[src/rtl/decode_pkg.sv]
// Shared decode definitions: opcodes, instruction field positions, class enum and decoded bundle.
package decode_pkg;

   localparam int REG_AW = 5;

   localparam logic [5:0] OP_RTYPE = 6'h00;
   localparam logic [5:0] OP_J     = 6'h02;
   localparam logic [5:0] OP_BEQ   = 6'h04;
   localparam logic [5:0] OP_BNE   = 6'h05;
   localparam logic [5:0] OP_ADDI  = 6'h08;
   localparam logic [5:0] OP_ADDIU = 6'h09;
   localparam logic [5:0] OP_SLTI  = 6'h0A;
   localparam logic [5:0] OP_ANDI  = 6'h0C;
   localparam logic [5:0] OP_ORI   = 6'h0D;
   localparam logic [5:0] OP_LUI   = 6'h0F;
   localparam logic [5:0] OP_LW    = 6'h23;
   localparam logic [5:0] OP_SW    = 6'h2B;

   localparam int OPC_LSB   = 26;
   localparam int RS_LSB    = 21;
   localparam int RT_LSB    = 16;
   localparam int RD_LSB    = 11;
   localparam int SHAMT_LSB = 6;
   localparam int FUNCT_LSB = 0;
   localparam int IMM_LSB   = 0;

   typedef enum logic [2:0] {
      CLS_R,
      CLS_I_ALU,
      CLS_LOAD,
      CLS_STORE,
      CLS_BRANCH,
      CLS_JUMP,
      CLS_ILLEGAL
   } instr_class_e;

   typedef struct packed {
      logic [5:0]        opcode;
      logic [5:0]        funct;
      logic [4:0]        shamt;
      logic [31:0]       imm;
      logic [REG_AW-1:0] dest;
      logic              we;
      logic              illegal;
      logic [REG_AW-1:0] rs;
      logic [REG_AW-1:0] rt;
   } id_bundle_t;

   function automatic instr_class_e classify(input logic [5:0] op);
      instr_class_e cls;
      case (op)
         OP_RTYPE:                                        cls = CLS_R;
         OP_ADDI, OP_ADDIU, OP_SLTI, OP_ANDI, OP_ORI, OP_LUI: cls = CLS_I_ALU;
         OP_LW:                                           cls = CLS_LOAD;
         OP_SW:                                           cls = CLS_STORE;
         OP_BEQ, OP_BNE:                                  cls = CLS_BRANCH;
         OP_J:                                            cls = CLS_JUMP;
         default:                                         cls = CLS_ILLEGAL;
      endcase
      return cls;
   endfunction

endpackage

[src/rtl/decode_scoreboard.sv]
// Pending-write scoreboard: one bit per register, set on issue, cleared on writeback.
// Build option DECODE_WB_BYPASS_EN hides a register from the hazard check in its writeback cycle.
module decode_scoreboard
   import decode_pkg::*;
#(
   parameter int ADDR_WIDTH = 5
) (
   input  logic                  clock,
   input  logic                  reset,
   input  logic                  set_en,
   input  logic [ADDR_WIDTH-1:0] set_addr,
   input  logic                  clr_en,
   input  logic [ADDR_WIDTH-1:0] clr_addr,
   input  logic                  chk_a_en,
   input  logic [ADDR_WIDTH-1:0] chk_a_addr,
   input  logic                  chk_b_en,
   input  logic [ADDR_WIDTH-1:0] chk_b_addr,
   output logic                  hazard_a,
   output logic                  hazard_b
);

   localparam int NREG = 1 << ADDR_WIDTH;

   logic [NREG-1:0] pending_q;
   logic [NREG-1:0] pending_d;
   logic [NREG-1:0] set_mask;
   logic [NREG-1:0] clr_mask;
   logic [NREG-1:0] visible;

   // Register 0 is hardwired, so it is never tracked.
   assign set_mask[0] = 1'b0;
   assign clr_mask[0] = 1'b0;

   genvar gi;
   generate
      for (gi = 1; gi < NREG; gi = gi + 1) begin : g_mask
         assign set_mask[gi] = set_en && (set_addr == ADDR_WIDTH'(gi));
         assign clr_mask[gi] = clr_en && (clr_addr == ADDR_WIDTH'(gi));
      end
   endgenerate

   always_comb begin
      pending_d = (pending_q & ~clr_mask) | set_mask;
   end

`ifdef DECODE_WB_BYPASS_EN
   assign visible = pending_q & ~clr_mask;
`else
   assign visible = pending_q;
`endif

   assign hazard_a = chk_a_en && visible[chk_a_addr];
   assign hazard_b = chk_b_en && visible[chk_b_addr];

   always_ff @(posedge clock or negedge reset) begin
      if (!reset) begin
         pending_q <= '0;
      end else begin
         pending_q <= pending_d;
      end
   end

endmodule

[src/rtl/decode_stage.sv]
// Instruction decode stage: splits fetched words into fields, drives register bank read addresses,
// and stalls on read-after-write hazards. Build option: DECODE_WB_BYPASS_EN (see decode_scoreboard).
module decode_stage
   import decode_pkg::*;
#(
   parameter int ADDR_WIDTH  = 5,
   parameter int INSTR_WIDTH = 32
) (
   input  logic                   clock,
   input  logic                   reset,
   input  logic                   if_valid,
   input  logic [INSTR_WIDTH-1:0] if_instr,
   output logic                   if_ready,
   output logic [ADDR_WIDTH-1:0]  addra,
   output logic [ADDR_WIDTH-1:0]  addrb,
   output logic                   id_valid,
   input  logic                   ex_ready,
   output logic [5:0]             id_opcode,
   output logic [5:0]             id_funct,
   output logic [4:0]             id_shamt,
   output logic [31:0]            id_imm,
   output logic [ADDR_WIDTH-1:0]  id_dest,
   output logic                   id_we,
   output logic                   id_illegal,
   input  logic                   wb_en,
   input  logic [ADDR_WIDTH-1:0]  wb_addr
);

   instr_class_e      cls;
   logic [5:0]        if_opcode;
   logic [REG_AW-1:0] if_rs;
   logic [REG_AW-1:0] if_rt;
   logic [REG_AW-1:0] if_rd;
   logic [REG_AW-1:0] if_dest;
   logic              reads_rs;
   logic              reads_rt;
   logic              writes;
   logic              hazard_a;
   logic              hazard_b;
   logic              out_free;
   logic              accept;

   logic              id_valid_q;
   logic              id_valid_d;
   id_bundle_t        bundle_q;
   id_bundle_t        bundle_d;

   assign if_opcode = if_instr[OPC_LSB +: 6];
   assign if_rs     = if_instr[RS_LSB +: REG_AW];
   assign if_rt     = if_instr[RT_LSB +: REG_AW];
   assign if_rd     = if_instr[RD_LSB +: REG_AW];
   assign cls       = classify(if_opcode);

   always_comb begin
      reads_rs = 1'b0;
      reads_rt = 1'b0;
      if_dest  = '0;
      case (cls)
         CLS_R: begin
            reads_rs = 1'b1;
            reads_rt = 1'b1;
            if_dest  = if_rd;
         end
         CLS_I_ALU, CLS_LOAD: begin
            reads_rs = 1'b1;
            if_dest  = if_rt;
         end
         CLS_STORE, CLS_BRANCH: begin
            reads_rs = 1'b1;
            reads_rt = 1'b1;
         end
         default: ;
      endcase
      writes = (if_dest != '0);
   end

   decode_scoreboard #(
      .ADDR_WIDTH (ADDR_WIDTH)
   ) u_sb (
      .clock      (clock),
      .reset      (reset),
      .set_en     (accept && writes),
      .set_addr   (if_dest),
      .clr_en     (wb_en),
      .clr_addr   (wb_addr),
      .chk_a_en   (reads_rs),
      .chk_a_addr (if_rs),
      .chk_b_en   (reads_rt),
      .chk_b_addr (if_rt),
      .hazard_a   (hazard_a),
      .hazard_b   (hazard_b)
   );

   assign out_free = !id_valid_q || ex_ready;
   assign if_ready = out_free && !hazard_a && !hazard_b;
   assign accept   = if_valid && if_ready;

   always_comb begin
      id_valid_d = id_valid_q;
      bundle_d   = bundle_q;
      if (accept) begin
         id_valid_d       = 1'b1;
         bundle_d.opcode  = if_opcode;
         bundle_d.funct   = if_instr[FUNCT_LSB +: 6];
         bundle_d.shamt   = if_instr[SHAMT_LSB +: 5];
         bundle_d.imm     = {{16{if_instr[IMM_LSB + 15]}}, if_instr[IMM_LSB +: 16]};
         bundle_d.dest    = if_dest;
         bundle_d.we      = writes;
         bundle_d.illegal = (cls == CLS_ILLEGAL);
         bundle_d.rs      = if_rs;
         bundle_d.rt      = if_rt;
      end else if (out_free) begin
         id_valid_d = 1'b0;
      end
   end

   always_ff @(posedge clock or negedge reset) begin
      if (!reset) begin
         id_valid_q <= 1'b0;
         bundle_q   <= '0;
      end else begin
         id_valid_q <= id_valid_d;
         bundle_q   <= bundle_d;
      end
   end

   // The bank registers its read, so on accept it must see the incoming addresses;
   // otherwise the held ones keep dataa/datab matched to the stalled bundle.
   assign addra = accept ? if_rs : bundle_q.rs;
   assign addrb = accept ? if_rt : bundle_q.rt;

   assign id_valid   = id_valid_q;
   assign id_opcode  = bundle_q.opcode;
   assign id_funct   = bundle_q.funct;
   assign id_shamt   = bundle_q.shamt;
   assign id_imm     = bundle_q.imm;
   assign id_dest    = bundle_q.dest;
   assign id_we      = bundle_q.we;
   assign id_illegal = bundle_q.illegal;

endmodule

[config.mk]
export PLATFORM = sky130hd
export DESIGN_NAME = decode_stage
export DESIGN_NICKNAME = d
export VERILOG_FILES = /design/src/rtl/decode_pkg.sv /design/src/rtl/decode_scoreboard.sv /design/src/rtl/decode_stage.sv
export SDC_FILE = /design/constraint.sdc
export NUM_CORES = 1
export LEC_CHECK = 0
export BUFFER_PORTS_ARGS = -buffer_cell sky130_fd_sc_hd__buf_4
export CAP_MARGIN = 10
export CORE_MARGIN = 5
export CORE_UTILIZATION = 55
export DETAILED_ROUTE_END_ITERATION = 12
export PLACE_DENSITY = 0.87
export SETUP_SLACK_MARGIN = 0.05
export SLEW_MARGIN = 5
export SYNTH_ARGS = -nofsm -noshare
export SYNTH_HDL_FRONTEND = slang
export SYNTH_SLANG_ARGS = --single-unit
[constraint.sdc]
create_clock -name clock -period 4.9 [get_ports clock]
set_input_delay 0.245 -clock clock [delete_from_list [all_inputs] [get_ports clock]]
set_output_delay 0.245 -clock clock [all_outputs]
set_load 0.01 [all_outputs]
==> metrics.txt <==
cell leakage power 2.26 nW; Sw Share a little under a third; Yosys cell types 47; GRT busiest layer met2; Layout area overhead 15.1%; critical path launch point type flip-flop; met1 Usage GRT 32.0%; GRT overflow 0; final max-slew violation count 0; crit path from u_sb.pending_q[29]$_DFF_PN0_; final hold vios 0; Crit Path Max Fanout 28; average cell area after synthesis 9.55 sq um; RSZ-0062 raised after global routing false; clock share of power about 29%; Crit Path Class flip-flop to output pin; synthesized instance count 447; Post-CTS Resized 0; drt total wl between 10 and 15 mm; most frequent cells in the layout buf_4 (113), dfrtp_1 (71), o21ai_0 (70), o31ai_1 (51), inv_1 (32); asr flop ratio synth 100%; IO Pins 110; GR met2 Demand/Resource about two fifths; clock skew roughly 11 ps; ys flop type dfrtp_1; Switching Power around 500 uW; r2r setup slk about 1700 ps; largest net degree at the start of global routing between 70 and 80; Clock Tree Root clkbuf_8; worst skew pair latency about 350 ps; status finished, final reports clean; CP Capture Point addrb[4]; commonest non-fill, non-tap cell in the layout buf_4; vias in the first global route about 3900; syn nets slightly below 500; Final #Nets between 500 and 600; Remaining DRCs 0; clock tree buffer depth 2; mapped cell area approximately 4300 sq um; vias per cell 6.55; hold buffers post-CTS 0; Total GRT Usage roughly 26%; Post-DRT Antenna Nets 0; CTS tree built; final critical-path required period roughly 3700 ps; CORE AREA around 7600 sq um; CP endpoint kind output pin; TritonCTS buffer count 9; Worst Tran Pin Value between 1000 and 1500 ps; post-DR wirelength/cell about 21 microns; sequential share of the synthesized area 41.6%; H-Tree Level Count 3; Post-synth EDFFs 0; GR Layer Usage met3 under 10%; Non-Filler Instances roughly 600; first-pass GRT wire length 19.7 mm; VDD IR max about 150 uV; layout cells sized above 1 between 20% and 30%; WP data required 4660 ps; HP Class input port to async pin; placed cell count between 500 and 600; Row Count 32; final period utilization between 70% and 80%; initial DRC count around 600; # clock sinks 71; Comb pwr share roughly a quarter; final setup fails 0; reg-to-reg endpoint u_sb.pending_q[23]$_DFF_PN0_; Register-to-Register Path Depth 6; Die H between 90 and 100 microns; Max Clock Freq 0.270 GHz; Max Cap Viol 0; port bufs ~110; post-CTS setup repair buffer count 0; die area between 9000 and 10000 sq um; warning count from the yosys run 0; Slew HR just over 30%; Detailed Routing Iterations Pass 1 5; post-synthesis sequential element count 71; Flop pwr share a little under half; antenna violations before repair 0; Routability Congestion 0.942; clock slew at reported path FFs roughly 80 ps; initial core utilization between 50 and 60%; critical path arrival 3460 ps; Die Span X slightly below 100 microns; Pwr per Cell Area ~320 nW/um^2; setup TNS 0 ps; HPWL Detailed between 8 and 9 mm; Power Internal 1.08 mW; diode count 0; origin of the critical flop-to-flop path u_sb.pending_q[29]$_DFF_PN0_; detailed-route via count about 4000
## cells by family after synthesis
kind of cell / synth area share [%]
buf+inv: 15.0
compound gates: 25.9
mux: 8.47
flops: 41.6
simple gates: 8.97
## area by class of cell
| type | instances | area (sq um) |
|---|---|---|
| fillers | 614 | 2740 |
| repair buffers | 113 | 848 |
| well taps | 102 | 128 |
| flip-flops and latches | 71 | 1780 |
| clock buffers | 10 | 128 |
| clock inverters | 6 | 61.3 |
| multi-input cells | 263 | 1850 |
| inverters | 32 | 120 |
## power by group through the flow
stage | registers (mW) | logic [mW] | clock network (mW)
floorplan | 0.698 | 0.283 | 0
global placement | 0.714 | 0.390 | 0
detailed placement | 0.719 | 0.401 | 0
CTS | 0.707 | 0.404 | 0.461
global route | 0.717 | 0.436 | 0.491
finish | 0.710 | 0.402 | 0.456
## registers in the layout, indices dropped and copies added (netlist names)
register and count:
id_imm 7, id_funct 5, id_shamt 4, id_illegal 1, bundle_q 10, id_we 1
id_valid 1, id_dest 5, u_sb.pending_q 31, id_opcode 6
## per-layer routing
metal  part of all wire, %  routed length [microns]
met3                    12                     1420
met1                    37                     4520
met2                    48                     5930
met4                   3.4                      416
met5                     0                        0
## synth_stat cells, types with 2 or more instances
cell type	number	area share, %
nand4_1	5	0.73
and3b_1	2	0.41
clkbuf_1	17	1.5
a31oi_1	8	1.2
o41ai_1	2	0.41
dfrtp_1	71	42
a221oi_1	3	0.62
o21ai_0	70	8.2
o31ai_1	51	9.0
nand2b_1	4	0.59
a22oi_1	7	1.2
nand3_1	11	1.3
or3_1	5	0.73
a21oi_1	9	1.1
buf_4	55	9.7
a32oi_1	4	0.82
or4_1	2	0.35
o21ai_1	6	0.70
a22o_1	2	0.41
nand2_1	15	1.3
buf_2	8	0.94
o22ai_1	2	0.29
nor2_1	6	0.53
mux2i_1	8	1.9
mux4_2	12	6.3
o211ai_1	3	0.53
nor2b_1	8	1.2
inv_1	32	2.8
## through the flow
stage	power [mW]	util, %	hold slack, ps	worst slack (ps)	instance area (sq um)
6_report	1.57	64.2	24.9	1200	4910
5_1_grt	1.64	64.2	97.9	935	4910
4_1_cts	1.57	64.2	54.3	1250	4910
2_1_floorplan	0.981	-	-50.6	2370	4270
3_3_place_gp	1.10	61.8	421	1840	4720
3_5_place_dp	1.12	61.8	431	1620	4720
## worst max-delay path, stage by stage, from the launching register on
cell	delay (ps)
dfrtp_1	430
mux4_2	480
a32oi_1	250
o22ai_1	150
o211ai_1	780
nand3_1	250
buf_4	300
o21ai_0	280
buf_4	180
## how the worst min path moves through the flow
stage / endpoint / slack [ps]
2_1_floorplan: bundle_q[0]$_DFFE_PN0P_ / -50
3_3_place_gp: bundle_q[5]$_DFFE_PN0P_ / 420
3_5_place_dp: bundle_q[1]$_DFFE_PN0P_ / 430
4_1_cts: bundle_q[9]$_DFFE_PN0P_ / 50
5_1_grt: id_imm[11]$_DFFE_PN0P_ / 100
6_report: bundle_q[1]$_DFFE_PN0P_ / 20
Note: power is estimated with default switching activity, not from simulation.
